[src/rtl/tetris_game_sequencer.sv]
// tetris_game_sequencer: falling-piece flow controller (gravity, key moves, checker/lock/clear handshakes).
// Optional HARD_DROP_EN: key 8'h29 enables back-to-back down checks until the piece locks.
//  state     | meaning
//  FALL_WAIT | idle, waiting for a gravity tick or key move
//  CHECK     | collision query for a down or lateral candidate
//  LOCK      | grid write of the current piece
//  CLEAR     | full-row clear
//  SPAWN     | new piece type and position
//  SPAWN_CHK | collision query at spawn position
//  GAME_OVER | terminal, left only by reset
module tetris_game_sequencer #(
  parameter int GRAV_DIV = 10000000,
  parameter int CELL     = 16,
  parameter int SPAWN_X  = 320,
  parameter int SPAWN_Y  = 0,
  parameter int NTYPES   = 5
) (
  input  logic        iVGA_CLK,
  input  logic        iRST_n,
  input  logic [7:0]  key_in,
  input  logic        key_en,
  input  logic [12:0] rnd,
  output logic        chk_req,
  output logic [9:0]  chk_x,
  output logic [9:0]  chk_y,
  input  logic        chk_ack,
  input  logic        chk_hit,
  output logic        lock_req,
  input  logic        lock_done,
  output logic        clr_req,
  input  logic        clr_done,
  output logic [9:0]  ref_x,
  output logic [9:0]  ref_y,
  output logic [2:0]  block_type,
  output logic        game_over,
  output logic [2:0]  state_dbg
);

  localparam int CNT_W = (GRAV_DIV > 1) ? $clog2(GRAV_DIV) : 1;
  localparam logic [CNT_W-1:0] CNT_LAST = CNT_W'(GRAV_DIV - 1);
  localparam logic [9:0] CELL_V    = 10'(CELL);
  localparam logic [9:0] SPAWN_X_V = 10'(SPAWN_X);
  localparam logic [9:0] SPAWN_Y_V = 10'(SPAWN_Y);
  localparam logic [7:0] KEY_LEFT  = 8'h6b;
  localparam logic [7:0] KEY_RIGHT = 8'h74;

  typedef enum logic [2:0] {
    S_FALL_WAIT = 3'd0,
    S_CHECK     = 3'd1,
    S_LOCK      = 3'd2,
    S_CLEAR     = 3'd3,
    S_SPAWN     = 3'd4,
    S_SPAWN_CHK = 3'd5,
    S_GAME_OVER = 3'd6
  } state_t;

  state_t           state_q, state_d;
  logic [CNT_W-1:0] grav_cnt_q, grav_cnt_d;
  logic             tick_pend_q, tick_pend_d;
  logic             key_pend_q, key_pend_d;
  logic             key_right_q, key_right_d;
  logic             cand_down_q, cand_down_d;
  logic [9:0]       cand_x_q, cand_x_d;
  logic [9:0]       cand_y_q, cand_y_d;
  logic [9:0]       ref_x_q, ref_x_d;
  logic [9:0]       ref_y_q, ref_y_d;
  logic [2:0]       block_type_q, block_type_d;
  logic             chk_req_q, chk_req_d;
  logic             lock_req_q, lock_req_d;
  logic             clr_req_q, clr_req_d;
  logic             game_over_q, game_over_d;
  logic             drop_active;
  logic             tick, key_move, chk_ok, lock_ok, clr_ok, alive;

`ifdef HARD_DROP_EN
  localparam logic [7:0] KEY_DROP = 8'h29;
  logic drop_mode_q, drop_mode_d;
  assign drop_active = drop_mode_q;
`else
  assign drop_active = 1'b0;
`endif

  assign alive    = (state_q != S_GAME_OVER);
  assign tick     = alive && (grav_cnt_q == CNT_LAST);
  assign key_move = alive && key_en && ((key_in == KEY_LEFT) || (key_in == KEY_RIGHT));
  // Responses are only honoured while the matching request is actually raised.
  assign chk_ok   = chk_ack && chk_req_q;
  assign lock_ok  = lock_done && lock_req_q;
  assign clr_ok   = clr_done && clr_req_q;

  always_comb begin
    state_d      = state_q;
    grav_cnt_d   = grav_cnt_q;
    tick_pend_d  = tick_pend_q;
    key_pend_d   = key_pend_q;
    key_right_d  = key_right_q;
    cand_down_d  = cand_down_q;
    cand_x_d     = cand_x_q;
    cand_y_d     = cand_y_q;
    ref_x_d      = ref_x_q;
    ref_y_d      = ref_y_q;
    block_type_d = block_type_q;
`ifdef HARD_DROP_EN
    drop_mode_d  = drop_mode_q;
`endif

    if (alive) grav_cnt_d = tick ? '0 : grav_cnt_q + CNT_W'(1);

    case (state_q)
      S_FALL_WAIT: begin
        if (tick_pend_q || drop_active) begin
          state_d     = S_CHECK;
          cand_down_d = 1'b1;
          cand_x_d    = ref_x_q;
          cand_y_d    = ref_y_q + CELL_V;
          tick_pend_d = 1'b0;
        end else if (key_pend_q) begin
          state_d     = S_CHECK;
          cand_down_d = 1'b0;
          cand_x_d    = key_right_q ? (ref_x_q + CELL_V) : (ref_x_q - CELL_V);
          cand_y_d    = ref_y_q;
          key_pend_d  = 1'b0;
        end
      end
      S_CHECK: begin
        if (chk_ok) begin
          if (!chk_hit) begin
            ref_x_d = cand_x_q;
            ref_y_d = cand_y_q;
            state_d = S_FALL_WAIT;
          end else if (cand_down_q) begin
            state_d = S_LOCK;
`ifdef HARD_DROP_EN
            drop_mode_d = 1'b0;
`endif
          end else begin
            state_d = S_FALL_WAIT;
          end
        end
      end
      S_LOCK:  if (lock_ok) state_d = S_CLEAR;
      S_CLEAR: if (clr_ok) state_d = S_SPAWN;
      S_SPAWN: begin
        block_type_d = 3'(rnd % 13'(NTYPES));
        ref_x_d      = SPAWN_X_V;
        ref_y_d      = SPAWN_Y_V;
        cand_x_d     = SPAWN_X_V;
        cand_y_d     = SPAWN_Y_V;
        cand_down_d  = 1'b0;
        state_d      = S_SPAWN_CHK;
      end
      S_SPAWN_CHK: if (chk_ok) state_d = chk_hit ? S_GAME_OVER : S_FALL_WAIT;
      S_GAME_OVER: state_d = S_GAME_OVER;
      default:     state_d = S_SPAWN_CHK;
    endcase

    // New events win over a same-cycle consume; SPAWN flushes everything.
    if (tick) tick_pend_d = 1'b1;
    if (key_move) begin
      key_pend_d  = 1'b1;
      key_right_d = (key_in == KEY_RIGHT);
    end
`ifdef HARD_DROP_EN
    if (alive && key_en && (key_in == KEY_DROP)) drop_mode_d = 1'b1;
    if (state_q == S_SPAWN) drop_mode_d = 1'b0;
`endif
    if (state_q == S_SPAWN) begin
      tick_pend_d = 1'b0;
      key_pend_d  = 1'b0;
    end

    chk_req_d   = (state_d == S_CHECK) || (state_d == S_SPAWN_CHK);
    lock_req_d  = (state_d == S_LOCK);
    clr_req_d   = (state_d == S_CLEAR);
    game_over_d = game_over_q || (state_d == S_GAME_OVER);
  end

  always_ff @(posedge iVGA_CLK or negedge iRST_n) begin
    if (!iRST_n) begin
      state_q      <= S_SPAWN_CHK;
      grav_cnt_q   <= '0;
      tick_pend_q  <= 1'b0;
      key_pend_q   <= 1'b0;
      key_right_q  <= 1'b0;
      cand_down_q  <= 1'b0;
      cand_x_q     <= SPAWN_X_V;
      cand_y_q     <= SPAWN_Y_V;
      ref_x_q      <= SPAWN_X_V;
      ref_y_q      <= SPAWN_Y_V;
      block_type_q <= 3'd4;
      chk_req_q    <= 1'b0;
      lock_req_q   <= 1'b0;
      clr_req_q    <= 1'b0;
      game_over_q  <= 1'b0;
    end else begin
      state_q      <= state_d;
      grav_cnt_q   <= grav_cnt_d;
      tick_pend_q  <= tick_pend_d;
      key_pend_q   <= key_pend_d;
      key_right_q  <= key_right_d;
      cand_down_q  <= cand_down_d;
      cand_x_q     <= cand_x_d;
      cand_y_q     <= cand_y_d;
      ref_x_q      <= ref_x_d;
      ref_y_q      <= ref_y_d;
      block_type_q <= block_type_d;
      chk_req_q    <= chk_req_d;
      lock_req_q   <= lock_req_d;
      clr_req_q    <= clr_req_d;
      game_over_q  <= game_over_d;
    end
  end

`ifdef HARD_DROP_EN
  always_ff @(posedge iVGA_CLK or negedge iRST_n) begin
    if (!iRST_n) drop_mode_q <= 1'b0;
    else         drop_mode_q <= drop_mode_d;
  end
`endif

  assign chk_req    = chk_req_q;
  assign chk_x      = cand_x_q;
  assign chk_y      = cand_y_q;
  assign lock_req   = lock_req_q;
  assign clr_req    = clr_req_q;
  assign ref_x      = ref_x_q;
  assign ref_y      = ref_y_q;
  assign block_type = block_type_q;
  assign game_over  = game_over_q;
  assign state_dbg  = state_q;

endmodule

[config.mk]
export PLATFORM = sky130hd
export DESIGN_NAME = tetris_game_sequencer
export DESIGN_NICKNAME = d
export VERILOG_FILES = /design/src/rtl/tetris_game_sequencer.sv
export SDC_FILE = /design/constraint.sdc
export NUM_CORES = 1
export LEC_CHECK = 0
export CAP_MARGIN = 5
export CORE_AREA = 2 2 113 169
export DETAILED_ROUTE_END_ITERATION = 10
export DIE_AREA = 0 0 115 171
export PLACE_DENSITY_LB_ADDON = 0.1
export SYNTH_ARGS = -nofsm -noshare
export SYNTH_HDL_FRONTEND = slang
export SYNTH_SLANG_ARGS = --single-unit
[constraint.sdc]
create_clock -name iVGA_CLK -period 2.52 [get_ports iVGA_CLK]
set_input_delay 0.63 -clock iVGA_CLK [delete_from_list [all_inputs] [get_ports iVGA_CLK]]
set_output_delay 0.63 -clock iVGA_CLK [all_outputs]
set_load 0.005 [all_outputs]
Yosys cells after proc, flatten, opt, wreduce, memory -nomap -nowiden
Index checks and enable logic that the tools add are counted.
Cells by class
  add/sub/neg operators: 4
  reduce and logical (&&, ||, !) cells: 17
  equal/unequal tests: 19
  div/mod/pow operators: 1
  multiplexer cells: 34
Operators by type and width (number)
  two-way mux 10 bit: 9
  one-hot mux 10 bit (2 select lines): 4
  adder 24 x 1 -> 24 bit (second input constant): 1
  equality test 24 bit (second input constant): 1
  two-way mux 24 bit: 1
  two-way mux 3 bit: 7
  adder 10 x 5 -> 10 bit (second input constant): 2
  one-hot mux 3 bit (6 select lines): 1
  equality test 8 x 7 -> 1 bit (second input constant): 2
  equality test 3 bit (second input constant): 5
  remainder unit 13 x 3 -> 13 bit (second input constant): 1
  equality test 3 x 2 -> 1 bit (second input constant): 4
  subtractor 10 x 5 -> 10 bit (second input constant): 1
  two-way mux 1 bit: 9
  equality test 3 x 1 -> 1 bit (second input constant): 2
  logical AND 1 bit: 6
  != test 3 bit (second input constant): 2
  nonzero test 3 bit: 2
  two-way mux 2 bit: 2
  != test 2 bit (second input constant): 2
  AND reduction 2 bit: 2
  nonzero test 2 bit: 2
  logical NOT 3 bit: 1
  logical OR 1 bit: 3
  3 further kinds: 3
Storage, ports and cells
  word-level logic and storage cells: 90
  bits of input ports: 28
  flip-flop bits (word level): 78
  output and inout port bits: 50

Longest topological paths before layout
Gate-level depths: netlist of the first run.
  depth in word-level cells: 6
  gate-level depth with buffers: 17
  mapped depth without buffers: 13

Least setup slack after synthesis of the first run
Ideal clock, no wire load.
  kind: input port to flip-flop
  start: input port rnd[12]
  end: register block_type_q[0] (netlist: block_type[0])
  arrival time: 3696 ps
  library setup time: 122 ps
  buffers on the path: 3
  path slack: -1297 ps
  required time: 2398 ps
  stages on the path: 16
  cells stage by stage: buf_4 > buf_6 > and4_1 > a32o_1 > a211oi_2 > nand2_1 > buf_2 > o31ai_1 > o22ai_1 > or3_1 > mux2i_1 > o31ai_2 > and4_1 > nor2_2 > mux2_4 > a32o_1
On the way
  cells in the longest elaborated chain, start to end: 1
Ends and longest elaborated chain
  start: declaration: line 22  | input logic [12:0] rnd,
  remainder unit 13 x 3 -> 13 bit: line 144  | block_type_d = 3'(rnd % 13'(NTYPES));
  end signal: assignment: line 206  | block_type_q <= block_type_d;
  end: declaration: line 67  | logic [2:0] block_type_q, block_type_d;
No other way between the ends.
A chain may end at the register's enable or synchronous reset.

Worst setup path after layout of the first run
  start: input port rnd[9]
  end: register block_type_q[0] (netlist: block_type[0])
Same word-level chain as after synthesis.

==> results of run 1 <==
## where the power goes
| group | internal (mW) | total, mW | switching [mW] | leakage (nW) |
|---|---|---|---|---|
| combinational | 1.10 | 1.96 | 0.859 | 2.35 |
| sequential | 1.45 | 1.65 | 0.203 | 0.903 |
| clock | 0.772 | 1.30 | 0.524 | 0.135 |
| total | 3.33 | 4.91 | 1.59 | 3.39 |
## final timing paths
path                       cells after the start             to  slack (ns)          from
max reg2reg                                    9  grav_cnt_q[0]        0.26  state_dbg[0]
max                                           18  block_type[0]       -1.18        rnd[9]
min in group iVGA_CLK                          1      game_over        0.46     game_over
min reg2reg                                    1      game_over        0.46     game_over
max in group asynchronous                      2       chk_x[8]        1.66        iRST_n
min                                            1       ref_y[3]        0.21        iRST_n
## critical path, delay by kind of cell
kind	cells	cell delay [ns]
compound gates	6	1.31
simple gates	5	0.69
buf+inv	5	0.65
mux	2	0.65
## layer usage
layer  track usage  routed length [um]  up-vias
met5             0                   0        -
met4        0.0864                 668        0
met3        0.0266                 598       50
met2         0.328                8920      115
met1         0.172                6350     2590
li1              -                   -     2608
## repair_timing
item / in CTS / in global routing
pin swaps: 39 / 12
gates cloned: 2 / 0
hold buffers: 0 / 0
gates resized for setup: 101 / 11
buffers inserted: 24 / 8
endpoints found under the setup margin: 3 / 3
## area by class of cell
cell class,instances,area share
Clock buffer,10,0.0287
Multi-Input combinational cell,474,0.436
Tap cell,220,0.0345
Clock inverter,6,0.00879
Timing Repair Buffer,212,0.236
Inverter,22,0.0104
Sequential cell,78,0.246
## sequential cells by signal, summed over array words and instances (netlist names), 3 cells and up
name        cells
grav_cnt_q     24
chk_x          10
chk_y          10
ref_x          10
ref_y          10
block_type      3
state_dbg       3
## cells in the mapped netlist (all sizes together) (7+ instances only)
cell type / count / share of area
xnor2: 27 / 0.045
clkbuf: 23 / 0.016
inv: 21 / 0.015
and3: 11 / 0.013
nand3: 23 / 0.021
nor2: 50 / 0.037
a21oi: 30 / 0.033
nand4: 9 / 0.010
nor3: 22 / 0.021
buf: 19 / 0.022
dfrtp: 71 / 0.33
xor2: 11 / 0.018
o21ai: 45 / 0.042
dfstp: 7 / 0.034
mux2i: 8 / 0.015
a22o: 18 / 0.029
nand2: 75 / 0.052
## cells in the final DEF (no fill, tap or decap), types with 7 or more instances in the layout
| cell type | synthesis | routed |
|---|---|---|
| xor2_1 | 11 | 11 |
| nand2_1 | 75 | 74 |
| nor3_1 | 21 | 17 |
| inv_1 | 20 | 20 |
| buf_4 | 6 | 117 |
| and3_1 | 11 | 9 |
| nand4_1 | 9 | 9 |
| o21ai_0 | 41 | 41 |
| xnor2_1 | 26 | 25 |
| a21oi_1 | 27 | 24 |
| nand3_1 | 23 | 20 |
| buf_6 | 2 | 16 |
| dfstp_2 | 7 | 7 |
| a22o_1 | 18 | 18 |
| clkdlybuf4s50_1 | 0 | 70 |
| nor2_1 | 46 | 44 |
| clkbuf_16 | 0 | 9 |
| dfrtp_1 | 71 | 71 |
## cells by family after synthesis
| family | after synthesis | share of synthesized area |
|---|---|---|
| adders and majority gates | 8 | 0.0196 |
| DFF | 78 | 0.365 |
| AOI/OAI and AO/OA | 172 | 0.235 |
| buffers and inverters | 64 | 0.0538 |
| and+or+nand+nor | 244 | 0.236 |
| xor gates and xnor gates | 38 | 0.0634 |
| muxes | 12 | 0.0261 |
## stage by stage
stage | hold WS, ns | total power [mW]
after floorplan | 0.334 | 2.53
after CTS | 0.211 | 4.93
after detailed placement | 0.451 | 3.41
after global placement | 0.449 | 3.38
after global routing | 0.231 | 5.22
final | 0.207 | 4.91
==> impl_metrics.tcl, run 1 <==
set metrics [dict create \
    path_max_fanout 6 \
    leakagePower_nw 3.39 \
    crit_arrival_ns 3.92 \
    grt_pass1_wl_mm 26.8 \
    maxCapViolations 0 \
    numCtsBuffers 9 \
    min_path_type "input pin to asynchronous set/reset pin" \
    tns_ns -3.45 \
    power_density_mw_per_mm2 616 \
    slew_viol_final 0 \
    design_area_sq_mm 0.00797 \
    dr.pass1.iters 4 \
    antenna_left 0 \
    violations "setup timing" \
    required_ns 2.74 \
    synth-edff-count 0 \
    ir_drop_mv 0.370 \
    tightest_slew_ns 0.451 \
    core_sq_mm 0.0183 \
    max_stage_delay_ns 0.36 \
    die_x_um 115 \
    hold_viol 0 \
    crit_slowest_cell "mux2i_4" \
    place_ws_ns -2.14 \
    wl_per_cell_um 16.2 \
    setup_ws_ns -1.18 \
    numPortBuffers 77 \
    via_per_inst 5.25 \
    dieHeight_um 171 \
    mappedNetlistNets 651 \
    ys_seq_area_frac 0.365 \
    relSlewSlack 0.698 \
    cts_sinks 78 \
    first_iter_violations 222 \
    fillers 1808 \
    clkLatencyLatePin_ns 0.34 \
    synthCells 616 \
    clockBufferDepth 2 \
    grt_pass1_vias 5601 \
    grt_usage 0.170 \
    synthFlopType "dfrtp_1" \
    final.setup_skew_ns 0.00843 \
    clk_pin_slew_worst_paths_ns 0.07 \
    crit_chain "buf_8 > buf_8 > buf_12 > nor4b_2 > nor2_1 > a21oi_1 > o21a_2 > nor4_4 > buf_4 > a31o_4 > a21oi_4 > mux2i_4 > o31ai_4 > buf_4 > nor2_4 > nor2_4 > mux2_4 > a32o_1" \
    final_core_utilization 0.435 \
    antenna_found_initial 0 \
    multi_input_area_sq_mm 0.00347 \
    wl_mm 16.5 \
    cp-start-kind "input pin" \
    max_freq_mhz 270 \
    nets 832 \
    place.gp.congestion 0.844 \
    clock-root-buffer "clkbuf_16" \
    ff_latch_area_sq_mm 0.00196 \
    worst_setup_path_end_kind "flip-flop" \
    cts_tree "built" \
    place_area_sq_mm 0.00704 \
    ys_ff_latch 78 \
    n_antenna_cell 0 \
    period_needed_ns 3.70 \
    fin_crit_sh 1.47 \
    critPathKind "input pin to flip-flop" \
    netlist_area_sq_mm 0.00537 \
    dpl.hpwl_mm 12.2 \
    fin_cells 1022 \
    ios 78 \
    setup_viol 3 \
    rows 61 \
    grt-ovfl-total 0 \
    grt_max_degree 40 \
    num_vias 5363 \
    placed_cells 973 \
    drive_gt1_frac 0.307 \
    status "complete, but fails checks" \
    rsz0062_at_grt "yes" \
    postSynth.asyncResetShare 1.00 \
    fp.dieArea_sq_mm 0.0197 \
    syn_to_final_growth_pct 48.5 \
    cts_max_level 3 \
    yosys_warnings 0 \
    synth.avg_cell_area_sq_um 8.71 \
    synth_cell_type_count 93 \
    initial_utilization 0.293 \
    drcViolationCount 0 \
]
No activity file was read; power rests on OpenSTA's default activity.
==> run 2: changes to the inputs <==
--- a/config.mk
+++ b/config.mk
@@ -10,6 +10,7 @@
 export DETAILED_ROUTE_END_ITERATION = 10
 export DIE_AREA = 0 0 115 171
 export PLACE_DENSITY_LB_ADDON = 0.1
+export SLEW_MARGIN = 20
 export SYNTH_ARGS = -nofsm -noshare
 export SYNTH_HDL_FRONTEND = slang
 export SYNTH_SLANG_ARGS = --single-unit
==> results of run 2 <==
Same layout as run 1: the final DEF is identical, and so are final timing and power.
